--- src/rtl/error_status_decoder.sv ---
// Error-code receiver: decodes the 2-bit result code into sticky flags, an interrupt FSM and saturating counters.
// Optional 4-entry history FIFO of nonzero codes is included when ERR_HISTORY_EN is defined.
module error_status_decoder #(
  parameter int CNT_W = 8
) (
  input  logic             clk,
  input  logic             rst,
  input  logic             code_valid,
  input  logic [1:0]       error_code,
  input  logic             ack,
  input  logic             clr_cnt,
`ifdef ERR_HISTORY_EN
  input  logic             hist_pop,
  output logic [1:0]       hist_code,
  output logic             hist_empty,
`endif
  output logic             ovf_flag,
  output logic             dbz_flag,
  output logic             err_irq,
  output logic [CNT_W-1:0] ovf_count,
  output logic [CNT_W-1:0] dbz_count,
  output logic [1:0]       last_code,
  output logic [1:0]       state_out
);

  typedef enum logic [1:0] {
    S_OK   = 2'b00,
    S_PEND = 2'b01,
    S_CLR  = 2'b10
  } state_t;

  localparam logic [CNT_W-1:0] CNT_MAX = '1;

  state_t           r_state;
  logic             r_ovf_flag;
  logic             r_dbz_flag;
  logic             r_err_irq;
  logic [CNT_W-1:0] r_ovf_count;
  logic [CNT_W-1:0] r_dbz_count;
  logic [1:0]       r_last_code;

  logic w_ovf_ev;
  logic w_dbz_ev;
  logic w_err;

  assign w_ovf_ev = code_valid & error_code[1];
  assign w_dbz_ev = code_valid & error_code[0];
  assign w_err    = w_ovf_ev | w_dbz_ev;

  // A clear that coincides with an event leaves the counter at 1 so the event is kept.
  function automatic logic [CNT_W-1:0] sat_inc(input logic [CNT_W-1:0] c,
                                               input logic ev, input logic clr);
    if (clr)
      return CNT_W'(ev);
    if (ev && (c != CNT_MAX))
      return c + 1'b1;
    return c;
  endfunction

  always_ff @(posedge clk) begin
    if (rst) begin
      r_state     <= S_OK;
      r_ovf_flag  <= 1'b0;
      r_dbz_flag  <= 1'b0;
      r_err_irq   <= 1'b0;
      r_ovf_count <= '0;
      r_dbz_count <= '0;
      r_last_code <= 2'b00;
    end else begin
      if (code_valid)
        r_last_code <= error_code;
      r_ovf_count <= sat_inc(r_ovf_count, w_ovf_ev, clr_cnt);
      r_dbz_count <= sat_inc(r_dbz_count, w_dbz_ev, clr_cnt);

      case (r_state)
        S_PEND: begin
          if (ack && !w_err) begin
            r_ovf_flag <= 1'b0;
            r_dbz_flag <= 1'b0;
            r_err_irq  <= 1'b0;
            r_state    <= S_CLR;
          end else if (ack) begin
            // Acknowledge with a fresh error: flags restart from the new code alone.
            r_ovf_flag <= w_ovf_ev;
            r_dbz_flag <= w_dbz_ev;
          end else begin
            r_ovf_flag <= r_ovf_flag | w_ovf_ev;
            r_dbz_flag <= r_dbz_flag | w_dbz_ev;
          end
        end
        default: begin
          if (w_err) begin
            r_ovf_flag <= w_ovf_ev;
            r_dbz_flag <= w_dbz_ev;
            r_err_irq  <= 1'b1;
            r_state    <= S_PEND;
          end else begin
            r_ovf_flag <= 1'b0;
            r_dbz_flag <= 1'b0;
            r_err_irq  <= 1'b0;
            r_state    <= S_OK;
          end
        end
      endcase
    end
  end

  assign ovf_flag  = r_ovf_flag;
  assign dbz_flag  = r_dbz_flag;
  assign err_irq   = r_err_irq;
  assign ovf_count = r_ovf_count;
  assign dbz_count = r_dbz_count;
  assign last_code = r_last_code;
  assign state_out = r_state;

`ifdef ERR_HISTORY_EN
  logic [1:0] r_hist_mem [4];
  logic [1:0] r_hist_rd;
  logic [2:0] r_hist_cnt;
  logic       w_hist_pop;
  logic       w_hist_full;
  logic [1:0] w_hist_wr;

  assign w_hist_pop  = hist_pop && (r_hist_cnt != 3'd0);
  assign w_hist_full = r_hist_cnt[2];
  // When full the write slot equals the read slot, so the oldest entry is overwritten.
  assign w_hist_wr   = r_hist_rd + r_hist_cnt[1:0];

  always_ff @(posedge clk) begin
    if (rst) begin
      r_hist_rd  <= 2'd0;
      r_hist_cnt <= 3'd0;
    end else begin
      if (w_hist_pop || (w_err && w_hist_full))
        r_hist_rd <= r_hist_rd + 2'd1;
      if (w_err && !w_hist_pop && !w_hist_full)
        r_hist_cnt <= r_hist_cnt + 3'd1;
      else if (w_hist_pop && !w_err)
        r_hist_cnt <= r_hist_cnt - 3'd1;
    end
  end

  always_ff @(posedge clk) begin
    if (w_err)
      r_hist_mem[w_hist_wr] <= error_code;
  end

  assign hist_empty = (r_hist_cnt == 3'd0);
  assign hist_code  = hist_empty ? 2'b00 : r_hist_mem[r_hist_rd];
`endif

endmodule

--- config.mk ---
export PLATFORM = sky130hd
export DESIGN_NAME = error_status_decoder
export DESIGN_NICKNAME = d
export VERILOG_FILES = /design/src/rtl/error_status_decoder.sv
export SDC_FILE = /design/constraint.sdc
export NUM_CORES = 1
export LEC_CHECK = 0
export BUFFER_PORTS_ARGS = -buffer_cell sky130_fd_sc_hd__buf_2
export CAP_MARGIN = 30
export CORE_UTILIZATION = 53
export CTS_BUF_LIST = sky130_fd_sc_hd__clkbuf_4
export DETAILED_ROUTE_END_ITERATION = 16
export MAX_ROUTING_LAYER = met4
export PLACE_DENSITY = 0.8
export RECOVER_POWER = 100
export SYNTH_ARGS = -nofsm -noshare
export SYNTH_HDL_FRONTEND = slang
export SYNTH_SLANG_ARGS = --single-unit
--- constraint.sdc ---
create_clock -name clk -period 1.8 [get_ports clk]
set_input_delay 0.09 -clock clk [delete_from_list [all_inputs] [get_ports clk]]
set_output_delay 0.09 -clock clk [all_outputs]
set_load 0.03 [all_outputs]
==> impl_metrics.csv, run 1 <==
group,metric,value,unit
status,run_status,"finished clean",
detailed_routing,vias_per_cell,6.11,
detailed_routing,ant_nets,0,
floorplanning,core_area,1980,um2
detailed_routing,vias,1069,
grt,grt_busiest_layer,"met2",
synthesis,yosysSeqAreaShare,39.0,%
job,max-cap-violations,0,
pwr,power_per_cell_area,661,nW/um2
placement,gp_congestion,0.809,
clocking,post_cts.resized_instances,0,
sta,grt_setup_unrepaired,"false",
worst_setup_path,worst-path-max-fanout,5,
grt,globalRoute.totalOverflow,0,
worst_setup_path,crit-reg2reg-launch,"ovf_count[0]$_SDFFE_PP0P_",
worst_setup_path,critical-path-top-delay-family,"compound AO/OA/AOI/OAI gates",
clocking,clock_latency,0.31,ns
sta,maxClockFrequency,0.723,GHz
clocking,clk_pin_slew,0.12,ns
sta,report.final.slew_viol_count,0,
worst_setup_path,critical_path.endpoint_type,"flop",
sta,setup-tns-final,0,ns
worst_setup_path,worstRegToRegCells,4,
placement,io_buffers,29,
detailed_routing,post-route-drc-count,0,
clocking,hold_buffers,0,
sta,layout_min_cycle_time,1.38,ns
grt,grt_max_degree,13,
sta,slew_headroom,63.4,%
synthesis,number_of_synthesized_flops_with_an_enable_pin,0,
floorplanning,initial_core_util,57.0,%
clocking,cts-root-buf,"sky130_fd_sc_hd__clkbuf_4",
pwr,ir_drop,0.000454,V
clocking,cts_made_buffers,3,
synthesis,synth-seq-cells,22,
grt,gr-usage-met3,3.33,%
detailed_routing,wl,2.53,mm
worst_hold_path,worstHoldPathCells,2,
grt,gr-usage-met1,32.8,%
worst_setup_path,setup.reg_to_reg.worst_slack,0.42,ns
worst_setup_path,critical-path-max-stage-delay,0.37,ns
worst_hold_path,min-delay-path-class,"primary input to flop",
worst_setup_path,critical_path_cell_sequence,"ha_1, and4_1, a2111o_1, o21ai_0",
synthesis,yosys.cell_types.count,39,
floorplanning,dieWidth,48.2,um
pwr,report.power.total,0.809,mW
grt,grtUsageTotal,24.2,%
worst_setup_path,critical_path.slowest_cell,"sky130_fd_sc_hd__a2111o_1",
placement,place.detailed.hpwl,1.79,mm
grt,grt_pass1_vias,874,
sta,timing.clock.skew,0.00559,ns
detailed_routing,drtIter0Drc,39,
sta,worst_hold_slack,0.0692,ns
clocking,cts.repair_timing.setup_buffer_count,0,
grt,global_route.usage.met2,34.1,%
sta,setup_viol,0,
worst_setup_path,critPathKind,"flop to flop",
worst_setup_path,worstPathBufferInverterCount,0,
floorplanning,placement_rows,16,
cells_and_area,layout.cells.most_common_list,"23 x sky130_fd_sc_hd__clkbuf_1, 22 x sky130_fd_sc_hd__dfxtp_1, 11 x sky130_fd_sc_hd__a21oi_1, 11 x sky130_fd_sc_hd__nand2_1, 8 x sky130_fd_sc_hd__and3_1",
floorplanning,fp.dieArea,2320,um2
cells_and_area,diodes,0,
cells_and_area,area_delta_synth_final,8.42,%
synthesis,synth_fp_nets,133,
worst_setup_path,timing.critical_path.arrival,1.63,ns
worst_setup_path,worst_setup_path_startpoint,"ovf_count[0]$_SDFFE_PP0P_",
worst_setup_path,timing.critical_path.from_type,"flop",
synthesis,synth_ff_type,"sky130_fd_sc_hd__dfxtp_1",
synthesis,syn_area,1130,um2
floorplanning,i_o_pins,30,
worst_hold_path,hold_path.startpoint,"rst",
clocking,cts_sinks,22,
cells_and_area,layout.cells.most_common,"sky130_fd_sc_hd__clkbuf_1",
synthesis,yosys_warnings,0,
sta,final.period_utilization,76.8,%
floorplanning,die_h,48.2,um
grt,wire_length_of_the_first_global_routing_pass,3.78,mm
cells_and_area,finalNetCount,159,
grt,initial_antenna_violation_count,0,
synthesis,synth_async_sr_flop_share,0,%
worst_setup_path,worstReg2RegEnd,"ovf_count[0]$_SDFFE_PP0P_",
clocking,htree_num_levels,1,
sta,timing_worst_slew_pin_value,0.547,ns
worst_setup_path,cp.required,2.04,ns
detailed_routing,wl_per_cell,14.4,um
synthesis,synth_cells,124,
sta,report.final.hold_viol_count,0,
clocking,tritoncts,"yes",
clocking,cts-root-to-sink-buffers,2,
detailed_routing,firstDrtPassIters,4,
synthesis,postSynthAreaPerCell,9.11,um2
cells_and_area,layout-drive-gt1-share,6.76,%
worst_hold_path,min_delay_worst_endpoint,"last_code[0]$_SDFFE_PP0P_",
pwr,leakagePower,0.464,nW
## cells in the mapped netlist (2+ instances only)
master,number,area share [%]
sky130_fd_sc_hd__dfxtp_1,22,39
sky130_fd_sc_hd__a21oi_1,11,4.9
sky130_fd_sc_hd__nand2_1,11,3.7
sky130_fd_sc_hd__and3_1,8,4.4
sky130_fd_sc_hd__a31oi_1,6,3.3
sky130_fd_sc_hd__a211oi_1,4,2.7
sky130_fd_sc_hd__and4b_1,4,3.5
sky130_fd_sc_hd__buf_6,4,4.0
sky130_fd_sc_hd__inv_1,4,1.3
sky130_fd_sc_hd__nand3_1,4,1.8
sky130_fd_sc_hd__and4_1,3,2.3
sky130_fd_sc_hd__nand2b_1,3,1.7
sky130_fd_sc_hd__a311oi_1,2,1.6
sky130_fd_sc_hd__a41o_1,2,1.8
sky130_fd_sc_hd__and4_4,2,2.0
sky130_fd_sc_hd__buf_2,2,0.89
sky130_fd_sc_hd__buf_4,2,1.3
sky130_fd_sc_hd__ha_1,2,2.2
sky130_fd_sc_hd__mux2i_1,2,1.8
sky130_fd_sc_hd__nand4_1,2,1.1
sky130_fd_sc_hd__nor2_1,2,0.66
sky130_fd_sc_hd__nor2b_1,2,1.1
sky130_fd_sc_hd__nor3_1,2,0.89
sky130_fd_sc_hd__nor4_1,2,1.1
sky130_fd_sc_hd__o21ai_0,2,0.89
## per-stage QoR
step,util [%],setup slack [ns],cells,area (um2)
2_1_floorplan,-,0.352,124,1130
3_3_place_gp,62.5,0.502,172,1240
3_5_place_dp,62.5,0.460,172,1240
4_1_cts,63.6,0.432,175,1260
5_1_grt,61.8,0.325,175,1220
6_report,61.8,0.418,175,1220
## layout make-up
| class | count | area (um2) |
|---|---|---|
| Timing Repair Buffer | 29 | 116 |
| Inverter | 4 | 15.0 |
| Multi-Input combinational cell | 90 | 597 |
| Fill cell | 182 | 757 |
| Sequential cell | 22 | 440 |
| Clock buffer | 3 | 22.5 |
| Tap cell | 27 | 33.8 |
## kinds of logic after synthesis
| kind of cell | synth area share (%) |
|---|---|
| buffers and inverters | 7.53 |
| muxes | 1.77 |
| adders and majority gates | 2.21 |
| and+or+nand+nor | 29.1 |
| DFF | 39.0 |
| AOI/OAI and AO/OA | 20.4 |
## metal layers
| metal | share of wire, % | wire length [um] |
|---|---|---|
| met1 | 48 | 1200 |
| met2 | 47 | 1180 |
| met3 | 4.2 | 107 |
| met4 | 1.5 | 37 |
| met5 | 0 | 0 |
## sequential cells by signal, summed over array words and instances, names as in the netlist
name,flops
dbz_count,8
dbz_flag,1
last_code,2
state_out,2
ovf_flag,1
ovf_count,8
## power by group
group	switching, mW	total [mW]	leakage [nW]	internal, mW
registers	0.00774	0.504	0.179	0.496
clock network	0.147	0.226	0.0138	0.0783
logic	0.0558	0.0792	0.271	0.0234
## worst max path at each step
| stage | end | cells past startpoint | slack (ns) |
|---|---|---|---|
| 2_1_floorplan | dbz_count[4]$_SDFFE_PP0P_ | 5 | 0.35 |
| 3_3_place_gp | ovf_count[0]$_SDFFE_PP0P_ | 4 | 0.50 |
| 3_5_place_dp | ovf_count[0]$_SDFFE_PP0P_ | 4 | 0.46 |
| 4_1_cts | ovf_count[0]$_SDFFE_PP0P_ | 4 | 0.43 |
| 5_1_grt | ovf_count[6]$_SDFFE_PP0P_ | 4 | 0.32 |
| 6_report | ovf_count[0]$_SDFFE_PP0P_ | 4 | 0.42 |
## worst register-to-register path, stage by stage, from the launching register on
cell and delay [ns]:
sky130_fd_sc_hd__dfxtp_1 0.36, sky130_fd_sc_hd__ha_1 0.25, sky130_fd_sc_hd__and4_1 0.28, sky130_fd_sc_hd__a2111o_1 0.37, sky130_fd_sc_hd__o21ai_0 0.07
No activity file was read; power rests on OpenSTA's default activity.
==> inputs of run 2 (changes only) <==
==> constraint.sdc (replaced) <==
create_clock -name clk -period 1.3 [get_ports clk]
set_input_delay 0.065 -clock clk [delete_from_list [all_inputs] [get_ports clk]]
set_output_delay 0.065 -clock clk [all_outputs]
set_load 0.03 [all_outputs]
==> run 2 against run 1 <==
Net effect: clock skew increased by 0.00060 ns; worst setup slack got worse by 0.40 ns; hold slack got worse by 0.023 ns.
==> impl_metrics.csv, run 2 (synthesis results as in run 1) <==
group,metric,value,unit
cells_and_area,layout-drive-gt1-share,31.0,%
grt,grt_pass1_vias,808,
floorplanning,core_area,1980,um2
placement,io_buffers,29,
pwr,ir_drop,0.000752,V
sta,report.final.slew_viol_count,0,
pwr,power_per_cell_area,850,nW/um2
placement,place_worst_setup_slack,-0.0501,ns
clocking,cts_sinks,22,
clocking,cts-root-buf,"sky130_fd_sc_hd__clkbuf_4",
floorplanning,die_h,48.2,um
floorplanning,dieWidth,48.2,um
detailed_routing,vias,1098,
sta,timing.clock.skew,0.00618,ns
detailed_routing,ant_nets,0,
worst_setup_path,critical_path_cell_sequence,"ha_4, and4_4, a2111o_1, o21ai_1",
pwr,pwr-share-seq,61.0,%
placement,place.detailed.hpwl,1.84,mm
detailed_routing,wl_per_cell,14.3,um
sta,final.period_utilization,98.5,%
pwr,net_switching,0.304,mW
cells_and_area,multi_input_area,639,um2
floorplanning,placement_rows,16,
clocking,htree_num_levels,1,
floorplanning,i_o_pins,30,
sta,timing_worst_slew_pin_value,0.363,ns
clocking,clock_latency,0.31,ns
clocking,clk_pin_slew,0.13,ns
worst_setup_path,critical_path.endpoint_type,"flop",
worst_setup_path,critical-path-max-stage-delay,0.39,ns
worst_setup_path,cp.required,1.53,ns
sta,report.final.hold_viol_count,0,
worst_hold_path,min-delay-path-class,"primary input to flop",
sta,maxClockFrequency,0.781,GHz
clocking,cts_made_buffers,3,
cells_and_area,layout.cells.most_common_list,"24 x sky130_fd_sc_hd__buf_2, 17 x sky130_fd_sc_hd__dfxtp_1, 11 x sky130_fd_sc_hd__nand2_1",
worst_setup_path,timing.critical_path.arrival,1.51,ns
floorplanning,initial_core_util,57.0,%
detailed_routing,firstDrtPassIters,4,
clocking,tritoncts,"yes",
placement,numPlacedInstances,177,
detailed_routing,vias_per_cell,6.03,
sta,grt_setup_unrepaired,"true",
cells_and_area,diodes,0,
clocking,hold_buffers,0,
sta,layout_min_cycle_time,1.28,ns
cells_and_area,fillCellCount,167,
cells_and_area,area_delta_synth_final,19.3,%
clocking,cts-root-to-sink-buffers,2,
detailed_routing,wl,2.61,mm
job,max-cap-violations,0,
floorplanning,fp.dieArea,2320,um2
cells_and_area,layout_cells_excl_fill,182,
detailed_routing,post-route-drc-count,0,
worst_setup_path,timing.critical_path.from_type,"flop",
sta,setup_viol,0,
pwr,clkPwrFrac,28.2,%
cells_and_area,finalNetCount,165,
detailed_routing,drtIter0Drc,47,
grt,globalRoute.totalOverflow,0,
worst_setup_path,critical_path.slowest_cell,"sky130_fd_sc_hd__dfxtp_4",
sta,postLayoutSetupSlackWorst,0.0200,ns
status,run_status,"finished clean",
pwr,leakagePower,0.573,nW
worst_setup_path,critPathKind,"flop to flop",
grt,grtUsageTotal,23.2,%
grt,wire_length_of_the_first_global_routing_pass,3.59,mm
pwr,power.share.combinational,10.8,%
sta,slew_headroom,75.8,%
pwr,internal-power,0.842,mW
placement,gp_congestion,0.855,
pwr,report.power.total,1.15,mW
cells_and_area,layout.cells.most_common,"sky130_fd_sc_hd__buf_2",
grt,grt_max_degree,13,
pwr,power.share.switching,26.5,%
cells_and_area,area.sequential,449,um2
grt,initial_antenna_violation_count,0,
worst_setup_path,worst-path-max-fanout,5,
-- run 2: through the flow --
step	setup TNS [ns]	hold WS, ns	cell area (um2)	utilization [%]
after floorplan	-0.00938	0.249	1140	-
after global placement	0	0.366	1280	64.8
after detailed placement	-0.0703	0.385	1280	64.8
after CTS	0	0.0366	1310	66.2
after global routing	-0.0517	0.0298	1350	68.0
final	0	0.0463	1350	68.0
-- run 2: per-layer routing --
metal	global-route usage, %	routed length, um	part of all wire, %	up-vias
met2	34.7	1220	47	48
met5	-	0	0	-
li1	-	-	-	535
met1	30.9	1240	47	513
met4	10.0	10	0.38	0
met3	3.70	137	5.3	2
-- run 2: worst paths after layout --
kind / cells after the start / slack [ns] / start / end
min reg2reg: 2 / 0.47 / dbz_flag$_SDFF_PP0_ / dbz_flag$_SDFF_PP0_
max: 4 / 0.02 / ovf_count[0]$_SDFFE_PP0P_ / ovf_count[0]$_SDFFE_PP0P_
min: 2 / 0.05 / rst / dbz_flag$_SDFF_PP0_
max reg2reg: 4 / 0.02 / ovf_count[0]$_SDFFE_PP0P_ / ovf_count[0]$_SDFFE_PP0P_
-- run 2: critical path, delay by kind of cell, from the launching register on --
kind,cells,cell delay (ns)
flip-flops,1,0.39
AO/OA/AOI/OAI,2,0.45
adder cells (fa/ha/maj),1,0.17
AND/OR/NAND/NOR,1,0.21
-- run 2: area by class of cell --
class,count,area share [%]
repair buffers,35,13.6
multi-input cells,90,47.4
clock inverters,1,0.279
clock buffers,3,1.67
inverters,4,1.11
flip-flops and latches,22,33.3
well taps,27,2.51
-- run 2: power groups by stage --
stage                     Combinational [mW]  Clock [mW]  Sequential, mW
after CTS                              0.123       0.333           0.697
after global routing                   0.135       0.371           0.701
after floorplan                       0.0606           0           0.739
after global placement                 0.120           0           0.711
after detailed placement               0.123           0           0.712
final                                  0.124       0.323           0.699
-- run 2: what timing repair did --
item,in CTS,in global routing
setup endpoints to repair,3,7
gates resized for setup,2,9
buffers inserted,0,1
endpoints found under the hold margin,0,0
pin swaps,1,1
==> inputs of run 3 (changes only) <==
--- a/config.mk
+++ b/config.mk
@@ -12,7 +12,8 @@
 export DETAILED_ROUTE_END_ITERATION = 16
 export MAX_ROUTING_LAYER = met4
 export PLACE_DENSITY = 0.8
-export RECOVER_POWER = 100
+export RECOVER_POWER = 25
+export REMOVE_ABC_BUFFERS = 1
 export SYNTH_ARGS = -nofsm -noshare
 export SYNTH_HDL_FRONTEND = slang
 export SYNTH_SLANG_ARGS = --single-unit
==> run 3 against run 2 <==
Net effect: via count rose by 2.4%; clock-buffer cell count did not move; final cell count rose by 0.55%; critical path type unchanged; critical endpoint unchanged; largest power group unchanged.
==> impl_metrics.csv, run 3 (synthesis results as in run 1) <==
group,metric,value,unit
pwr,report.power.total,1.12,mW
sta,layout_min_cycle_time,1.25,ns
clocking,cts_made_buffers,3,
grt,grt_pass1_vias,855,
detailed_routing,drtIter0Drc,23,
cells_and_area,finalNetCount,167,
pwr,power_per_cell_area,838,nW/um2
worst_setup_path,cp.required,1.54,ns
placement,numPlacedInstances,180,
detailed_routing,vias_per_cell,6.14,
cells_and_area,layout_cells_excl_fill,183,
pwr,ir_drop,0.000570,V
clocking,cts.repair_timing.setup_buffer_count,0,
detailed_routing,firstDrtPassIters,4,
cells_and_area,diodes,0,
pwr,power.share.switching,25.1,%
worst_setup_path,timing.critical_path.from_type,"flop",
cells_and_area,layout-drive-gt1-share,27.6,%
worst_setup_path,critPathKind,"flop to flop",
sta,slew_headroom,75.1,%
floorplanning,die_h,48.2,um
worst_setup_path,critical-path-max-stage-delay,0.36,ns
sta,report.final.hold_viol_count,0,
worst_hold_path,min-delay-path-class,"primary input to flop",
pwr,clkPwrFrac,26.5,%
grt,globalRoute.totalOverflow,0,
sta,maxClockFrequency,0.797,GHz
detailed_routing,wl_per_cell,13.8,um
clocking,clock_latency,0.30,ns
pwr,leakagePower,0.572,nW
worst_setup_path,critical_path.slowest_cell,"sky130_fd_sc_hd__a2111o_1",
floorplanning,placement_rows,16,
clocking,hold_buffers,0,
floorplanning,fp.dieArea,2320,um2
detailed_routing,post-route-drc-count,0,
floorplanning,initial_core_util,57.0,%
sta,grt_setup_unrepaired,"false",
cells_and_area,area_delta_synth_final,18.3,%
sta,report.final.slew_viol_count,0,
clocking,cts_sinks,22,
worst_setup_path,critical_path_cell_sequence,"ha_2, and4_4, a2111o_1, o21ai_1",
floorplanning,dieWidth,48.2,um
sta,setup-tns-final,0,ns
grt,wire_length_of_the_first_global_routing_pass,3.93,mm
detailed_routing,wl,2.53,mm
clocking,clk_pin_slew,0.11,ns
clocking,htree_num_levels,1,
pwr,internal-power,0.838,mW
pwr,pwr-share-seq,62.1,%
sta,final.period_utilization,96.5,%
sta,timing.clock.skew,0.00682,ns
placement,io_buffers,29,
cells_and_area,fillCellCount,161,
worst_setup_path,timing.critical_path.arrival,1.49,ns
detailed_routing,ant_nets,0,
clocking,cts-root-buf,"sky130_fd_sc_hd__clkbuf_4",
pwr,power.share.combinational,11.3,%
placement,gp_congestion,0.862,
cells_and_area,layout.cells.most_common_list,"22 x sky130_fd_sc_hd__buf_2, 21 x sky130_fd_sc_hd__dfxtp_1, 11 x sky130_fd_sc_hd__nand2_1",
placement,place.detailed.hpwl,1.89,mm
cells_and_area,layout.cells.most_common,"sky130_fd_sc_hd__buf_2",
grt,grt_max_degree,13,
sta,timing_worst_slew_pin_value,0.373,ns
pwr,net_switching,0.281,mW
clocking,tritoncts,"yes",
worst_setup_path,worst-path-max-fanout,5,
grt,initial_antenna_violation_count,0,
job,max-cap-violations,0,
floorplanning,i_o_pins,30,
detailed_routing,vias,1124,
sta,setup_viol,0,
floorplanning,core_area,1980,um2
worst_setup_path,critical_path.endpoint_type,"flop",
clocking,cts-root-to-sink-buffers,2,
sta,worst_hold_slack,0.0574,ns
status,run_status,"finished clean",
grt,grtUsageTotal,25.1,%
## run 3: cell count changes in the layout (fill, tap and decap cells not counted), sizes merged
cell,before,now
clkbuf,8,10
clkinv,1,0
## run 3: metrics by stage
step           setup slack [ns]  area, um2  utilization, %
6_report                 0.0459       1340            67.4
5_1_grt                 0.00401       1340            67.4
4_1_cts                  0.0144       1330            67.0
3_5_place_dp            -0.0361       1300            65.5
3_3_place_gp             0.0346       1300            65.5
2_1_floorplan            -0.136       1060               -
## run 3: what timing repair did
| item | 4_1_cts | 5_1_grt |
|---|---|---|
| endpoints found under the setup margin | 4 | 5 |
| hold endpoints to repair | 0 | 0 |
| pin swaps | 0 | 1 |
| cloned | 0 | 0 |
| gates resized for setup | 4 | 5 |
## run 3: per-layer routing
| metal | vias up | share of wire (%) | global-route usage (%) |
|---|---|---|---|
| li1 | 543 | - | - |
| met1 | 525 | 44 | 33.6 |
| met2 | 52 | 50 | 36.3 |
| met3 | 4 | 5.8 | 4.44 |
| met4 | 0 | 0.79 | 12.2 |
| met5 | - | 0 | - |
## run 3: worst paths after layout
kind	from	endpoint	slack [ns]	depth (start not counted)
min	rst	last_code[1]$_SDFFE_PP0P_	0.06	2
min reg2reg	ovf_flag$_SDFF_PP0_	ovf_flag$_SDFF_PP0_	0.47	2
max	ovf_count[0]$_SDFFE_PP0P_	ovf_count[0]$_SDFFE_PP0P_	0.05	4
max reg2reg	ovf_count[0]$_SDFFE_PP0P_	ovf_count[0]$_SDFFE_PP0P_	0.05	4
## run 3: cell type report
cell class	instances	area [um2]	area share [%]
Multi-Input combinational cell	90	627	46.9
Sequential cell	22	442	33.1
Timing Repair Buffer	37	196	14.7
Tap cell	27	33.8	2.53
Clock buffer	3	22.5	1.69
Inverter	4	15.0	1.12
## run 3: critical path: cells and delay by family, from the launching register on
family | cells | cell delay [ns]
AO/OA/AOI/OAI | 2 | 0.43
flip-flops | 1 | 0.33
adder cells (fa/ha/maj) | 1 | 0.21
AND/OR/NAND/NOR | 1 | 0.22
## run 3: power by group through the flow
stage	clock network [mW]	logic [mW]	registers [mW]
2_1_floorplan	0	0.0378	0.743
3_3_place_gp	0	0.125	0.709
3_5_place_dp	0	0.128	0.710
4_1_cts	0.307	0.129	0.695
5_1_grt	0.345	0.138	0.698
6_report	0.297	0.127	0.695
